File: src/rtl/memory_cycle_lsu.sv
// MEM stage of the RV32I pipeline: data-memory load/store handshake, byte-lane
// steering, load extension, fault detection and the MEM/WB pipeline register.
module memory_cycle_lsu #(
    parameter int TIMEOUT_CYCLES = 255
) (
    input  logic        clk,
    input  logic        rst,
    input  logic        RegWriteM,
    input  logic        MemWriteM,
    input  logic        ResultSrcM,
    input  logic [4:0]  RD_M,
    input  logic [2:0]  funct3M,
    input  logic [31:0] PCPlus4M,
    input  logic [31:0] WriteDataM,
    input  logic [31:0] ALU_ResultM,
    output logic        dmem_req,
    output logic        dmem_we,
    output logic [31:0] dmem_addr,
    output logic [3:0]  dmem_be,
    output logic [31:0] dmem_wdata,
    input  logic        dmem_ack,
    input  logic [31:0] dmem_rdata,
    output logic        StallM,
    output logic        FaultM,
    output logic        RegWriteW,
    output logic        ResultSrcW,
    output logic [4:0]  RD_W,
    output logic [31:0] ReadDataW,
    output logic [31:0] ALU_ResultW,
    output logic [31:0] PCPlus4W,
    output logic        dbg_state
);

    localparam int CNT_W = (TIMEOUT_CYCLES > 1) ? $clog2(TIMEOUT_CYCLES) : 1;
    localparam logic [CNT_W-1:0] CNT_LAST = CNT_W'(TIMEOUT_CYCLES - 1);

    typedef enum logic {
        S_IDLE = 1'b0,
        S_WAIT = 1'b1
    } state_t;

    state_t           state_q, state_d;
    logic [CNT_W-1:0] cnt_q, cnt_d;

    logic        access, is_store, misaligned, illegal, bad_access, good_access;
    logic        timeout, req_raw;
    logic [1:0]  off;
    logic [7:0]  lane_byte;
    logic [15:0] lane_half;
    logic [31:0] load_ext;

    logic        reg_write_w_q, reg_write_w_d;
    logic        result_src_w_q, result_src_w_d;
    logic [4:0]  rd_w_q, rd_w_d;
    logic [31:0] read_data_w_q, read_data_w_d;
    logic [31:0] alu_result_w_q, alu_result_w_d;
    logic [31:0] pc_plus4_w_q, pc_plus4_w_d;

    // Access decode: a faulting access never reaches the memory port.
    always_comb begin
        access     = MemWriteM | ResultSrcM;
        is_store   = MemWriteM;
        off        = ALU_ResultM[1:0];
        misaligned = ((funct3M[1:0] == 2'b01) & off[0]) |
                     ((funct3M[1:0] == 2'b10) & (off != 2'b00));
        if (is_store)
            illegal = (funct3M != 3'b000) & (funct3M != 3'b001) & (funct3M != 3'b010);
        else
            illegal = (funct3M == 3'b011) | (funct3M == 3'b110) | (funct3M == 3'b111);
        bad_access  = access & (misaligned | illegal);
        good_access = access & ~bad_access;
    end

    always_ff @(posedge clk or negedge rst) begin
        if (!rst) begin
            state_q <= S_IDLE;
            cnt_q   <= '0;
        end else begin
            state_q <= state_d;
            cnt_q   <= cnt_d;
        end
    end

    // An ack in the last WAIT cycle still completes the access; the abort only fires without one.
    always_comb begin
        timeout = (state_q == S_WAIT) & ~dmem_ack & (cnt_q == CNT_LAST);
        state_d = state_q;
        cnt_d   = cnt_q;
        case (state_q)
            S_IDLE: begin
                if (good_access & ~dmem_ack) begin
                    state_d = S_WAIT;
                    cnt_d   = '0;
                end
            end
            S_WAIT: begin
                if (dmem_ack | timeout)
                    state_d = S_IDLE;
                else
                    cnt_d = cnt_q + CNT_W'(1);
            end
            default: state_d = S_IDLE;
        endcase
    end

    // Handshake: dmem_req rises with a valid access and stays high until the cycle
    // dmem_ack is seen; the transfer happens in that cycle (read data valid with ack).
    // Reset gates req/stall/fault so they drop the moment rst falls.
    always_comb begin
        req_raw   = ((state_q == S_IDLE) & good_access) | ((state_q == S_WAIT) & ~timeout);
        dmem_req  = rst & req_raw;
        StallM    = rst & req_raw & ~dmem_ack;
        FaultM    = rst & (((state_q == S_IDLE) & bad_access) | timeout);
        dbg_state = state_q;
    end

    always_comb begin
        dmem_we    = MemWriteM;
        dmem_addr  = {ALU_ResultM[31:2], 2'b00};
        dmem_be    = 4'b1111;
        dmem_wdata = WriteDataM;
        if (is_store) begin
            case (funct3M[1:0])
                2'b00: begin
                    dmem_be    = 4'b0001 << off;
                    dmem_wdata = {4{WriteDataM[7:0]}};
                end
                2'b01: begin
                    dmem_be    = 4'b0011 << off;
                    dmem_wdata = {2{WriteDataM[15:0]}};
                end
                default: begin
                    dmem_be    = 4'b1111;
                    dmem_wdata = WriteDataM;
                end
            endcase
        end
    end

    always_comb begin
        case (off)
            2'b00:   lane_byte = dmem_rdata[7:0];
            2'b01:   lane_byte = dmem_rdata[15:8];
            2'b10:   lane_byte = dmem_rdata[23:16];
            default: lane_byte = dmem_rdata[31:24];
        endcase
        lane_half = off[1] ? dmem_rdata[31:16] : dmem_rdata[15:0];
        case (funct3M)
            3'b000:  load_ext = {{24{lane_byte[7]}}, lane_byte};
            3'b100:  load_ext = {24'b0, lane_byte};
            3'b001:  load_ext = {{16{lane_half[15]}}, lane_half};
            3'b101:  load_ext = {16'b0, lane_half};
            default: load_ext = dmem_rdata;
        endcase
    end

    // MEM/WB: a stall inserts a bubble and leaves the data fields untouched.
    always_comb begin
        reg_write_w_d  = reg_write_w_q;
        result_src_w_d = result_src_w_q;
        rd_w_d         = rd_w_q;
        read_data_w_d  = read_data_w_q;
        alu_result_w_d = alu_result_w_q;
        pc_plus4_w_d   = pc_plus4_w_q;
        if (StallM) begin
            reg_write_w_d  = 1'b0;
            result_src_w_d = 1'b0;
        end else begin
            reg_write_w_d  = RegWriteM & ~FaultM;
            result_src_w_d = ResultSrcM;
            rd_w_d         = RD_M;
            read_data_w_d  = load_ext;
            alu_result_w_d = ALU_ResultM;
            pc_plus4_w_d   = PCPlus4M;
        end
    end

    always_ff @(posedge clk or negedge rst) begin
        if (!rst) begin
            reg_write_w_q  <= 1'b0;
            result_src_w_q <= 1'b0;
            rd_w_q         <= '0;
            read_data_w_q  <= '0;
            alu_result_w_q <= '0;
            pc_plus4_w_q   <= '0;
        end else begin
            reg_write_w_q  <= reg_write_w_d;
            result_src_w_q <= result_src_w_d;
            rd_w_q         <= rd_w_d;
            read_data_w_q  <= read_data_w_d;
            alu_result_w_q <= alu_result_w_d;
            pc_plus4_w_q   <= pc_plus4_w_d;
        end
    end

    assign RegWriteW   = reg_write_w_q;
    assign ResultSrcW  = result_src_w_q;
    assign RD_W        = rd_w_q;
    assign ReadDataW   = read_data_w_q;
    assign ALU_ResultW = alu_result_w_q;
    assign PCPlus4W    = pc_plus4_w_q;

endmodule
File: config.mk
export PLATFORM = sky130hd
export DESIGN_NAME = memory_cycle_lsu
export DESIGN_NICKNAME = d
export VERILOG_FILES = /design/src/rtl/memory_cycle_lsu.sv
export SDC_FILE = /design/constraint.sdc
export NUM_CORES = 1
export LEC_CHECK = 0
export CORE_MARGIN = 4
export CORE_UTILIZATION = 29
export CTS_CLUSTER_DIAMETER = 40
export DETAILED_ROUTE_END_ITERATION = 10
export PLACE_DENSITY = 0.66
export SLEW_MARGIN = 30
export SYNTH_ARGS = -nofsm -noshare
export SYNTH_HDL_FRONTEND = slang
export SYNTH_SLANG_ARGS = --single-unit
export TNS_END_PERCENT = 20
File: constraint.sdc
create_clock -name clk -period 3.1 [get_ports clk]
set_input_delay 0.93 -clock clk [delete_from_list [all_inputs] [get_ports clk]]
set_output_delay 0.93 -clock clk [all_outputs]
set_load 0.01 [all_outputs]
==> flow_summary.json <==
{
  "grt_max_degree": 75,
  "grt-ovfl-total": 0,
  "synth_warnings": 0,
  "timing.hold.ws_ns": 0.465,
  "cp.required_ns": 2.17,
  "worst_pin_slew_ns": 0.793,
  "switching_power_mw": 1.09,
  "dpl.hpwl_um": 14900,
  "clock_path_buffers": 2,
  "routedWlPerCell_um": 15.9,
  "hp-class": "register to register",
  "cts.sinks": 112,
  "design.core.area_um2": 19500,
  "layout.area.seq_um2": 2800,
  "min_period_over_period_pct": 99.2,
  "internal-power_mw": 2.88,
  "grt_pass1_vias": 5697,
  "postLayoutSetupSlackWorst_ns": 0.0261,
  "p_seq_share_pct": 42.2,
  "slew_headroom_pct": 47.1,
  "synthFlopType": "dfrtp_1",
  "final_layout_size_suffix_gt1_share_pct": 8.86,
  "drt_iter0_drc": 263,
  "place_ws_ns": -0.707,
  "syn2layout_area_growth_pct": 62.4,
  "ys_types": 46,
  "postCtsHoldBufs": 0,
  "setup_viol": 0,
  "grt_pass1_wl_um": 30300,
  "critical_path.endpoint_type": "output port",
  "drc": 0,
  "synthSimpleGateAreaFrac_pct": 22.6,
  "fillers": 1912,
  "power_leakage_nw": 4.28,
  "synth_xor_area_share_pct": 0,
  "clk_pin_slew_worst_paths_ns": 0.07,
  "synth_top_family_by_area": "simple AND/OR/NAND/NOR gates",
  "multi_input_area_um2": 2350,
  "io_pins": 318,
  "finalSetupTns_ns": 0,
  "root_buffer": "clkbuf_16",
  "syn_inst": 687,
  "placed_cells": 1215,
  "vias_per_cell": 4.58,
  "drv_slew": 0,
  "wl_um": 19600,
  "swShare_pct": 27.5,
  "die-height_um": 149,
  "synthArstFlopShare_pct": 100,
  "drtPass1Iterations": 4,
  "drtAntennaViolNets": 0,
  "diodes": 0,
  "p_total_mw": 3.98,
  "critPathArrivalTime_ns": 2.14,
  "place_congestion": 0.800,
  "initial_core_util_pct": 29.6,
  "clk-insertion-delay-late_ns": 0.35,
  "finalNetCount": 1110,
  "synth_edf_count": 0,
  "crit_fanout": 3,
  "rows": 51,
  "status": "completed",
  "critical_path_class": "primary input to output port",
  "synth-adder-area-share_pct": 0.435,
  "fmax_ghz": 0.325,
  "fin_skew_ns": 0.00927,
  "cts_htree_levels": 3,
  "dieWidth_um": 149,
  "tritoncts": "yes",
  "min_period_ns": 3.07,
  "synth_compound_area_share_pct": 13.9,
  "synthMuxAreaShare_pct": 3.50,
  "hold_viol": 0,
  "peakVddDrop_mv": 0.232,
  "crit_path_start_kind": "primary input",
  "antenna_found_initial": 0,
  "combPwrFrac_pct": 27.5,
  "io_buffer_count": 315,
  "synthesis.area_um2": 5750,
  "fp.dieArea_um2": 22200,
  "cts_buffers": 9,
  "p_per_area_nw_per_um2": 425,
  "grt.total_usage_pct": 17.1,
  "drv_cap": 0,
  "instances_no_fill": 1236,
  "synth-seq-area-share_pct": 48.7,
  "clock_power_share_pct": 30.2,
  "yosys_register_bits": 112,
  "avgSynthCellArea_um2": 8.37,
  "num_vias": 5663
}
worst paths after layout:
check	startpoint	depth (start not counted)	to	slack (ns)
min reg2reg	PCPlus4W[18]	2	PCPlus4W[18]	0.46
min	PCPlus4W[18]	2	PCPlus4W[18]	0.46
max reg2reg	cnt_q[0]	10	ALU_ResultW[12]	0.63
max in group asynchronous	rst	3	ReadDataW[8]	1.14
min in group asynchronous	rst	2	PCPlus4W[15]	0.74
max	WriteDataM[1]	3	dmem_wdata[1]	0.03
worst max-delay path, stage by stage:
cell	delay [ns]
clkdlybuf4s50_1	0.53
buf_4	0.14
clkdlybuf4s50_1	0.54
cells in the mapped netlist, types with 2 or more instances:
cell / instances / area (µm²)
nand2_1: 261 / 980
dfrtp_1: 112 / 2800
buf_4: 42 / 315
a21oi_1: 33 / 165
inv_1: 29 / 109
buf_2: 21 / 105
o21ai_0: 21 / 105
clkbuf_1: 18 / 67.6
a22o_1: 16 / 140
nor2_1: 15 / 56.3
mux2i_1: 10 / 100
o21ai_1: 10 / 50.1
o22ai_1: 10 / 62.6
mux2_2: 9 / 101
nand2b_1: 9 / 56.3
a221oi_1: 7 / 61.3
o22a_1: 7 / 61.3
nor2b_1: 6 / 37.5
o221ai_1: 5 / 43.8
or3_1: 5 / 31.3
o31ai_1: 4 / 30.0
buf_1: 3 / 11.3
nand4_1: 3 / 18.8
or2_2: 3 / 18.8
a31oi_1: 2 / 12.5
and2_1: 2 / 12.5
ha_1: 2 / 25.0
nand3_1: 2 / 10.0
nor3_1: 2 / 10.0
or4_1: 2 / 15.0
sequential cells by signal, summed over array words and instances, names as in the netlist:
register	flops
cnt_q	8
ReadDataW	32
dbg_state	1
ALU_ResultW	32
ResultSrcW	1
RD_W	5
RegWriteW	1
PCPlus4W	32
routing by layer:
metal	global-route usage (%)	vias to the layer above	part of all wire, %
met5	0	-	0
met4	4.71	0	1.9
met3	5.50	23	9.5
met2	29.4	240	48
met1	20.7	2630	41
li1	-	2770	-
power groups by stage:
stage                     Combinational, mW  Clock (mW)  Sequential (mW)
after detailed placement               1.12           0             1.71
after floorplan                       0.369           0             1.77
final                                  1.09        1.20             1.68
after global placement                 1.12           0             1.70
after CTS                              1.11        1.25             1.68
after global routing                   1.19        1.31             1.70
cells in the final DEF (no fill, tap or decap), drive strengths merged, types with 2 or more instances in the layout:
cell type,synthesis,routed
conb,1,2
mux2,9,9
nor2b,6,6
nor2,15,15
clkdlybuf4s50,0,276
buf,67,49
a21oi,34,34
mux2i,10,10
clkbuf,18,13
dfrtp,112,112
nand2b,9,9
nor4,2,2
a31oi,2,2
o22a,7,7
o22ai,10,10
inv,30,30
clkdlybuf4s15,0,4
or3,5,5
nand2,261,261
dlygate4sd2,0,22
a22o,16,16
o221ai,5,5
clkinv,0,3
or4,2,2
o31ai,4,4
and2,2,2
o21ai,31,31
or2,4,4
a221oi,7,7
nand4,3,3
nand3,2,2
ha,2,2
nor3,2,2
what timing repair did:
item                                    4_1_cts  5_1_grt
cloned                                        0        0
setup buffers                                 4        1
resized for setup                            85        8
endpoints found under the setup margin       93        8
pin swaps                                     6        3
through the flow:
stage          instance area [µm²]  util [%]
3_5_place_dp                  9020      46.4
3_3_place_gp                  9020      46.4
2_1_floorplan                 5760         -
4_1_cts                       9340      48.0
6_report                      9340      48.0
5_1_grt                       9340      48.0
logic make-up after synthesis:
logic type,count (synthesis)
AND/OR/NAND/NOR,315
adder cells (fa/ha/maj),2
multiplexers,19
other,1
buffers and inverters,115
AO/OA/AOI/OAI,123
flip-flops,112
cell type report:
class,instances,share of cell area (%)
clock buffers,12,2.75
well taps,265,3.55
flip-flops and latches,112,30.0
repair buffers,352,36.7
inverters,30,1.23
clock inverters,4,0.562
multi-input cells,461,25.2
Note: power is estimated with default switching activity, not from simulation.
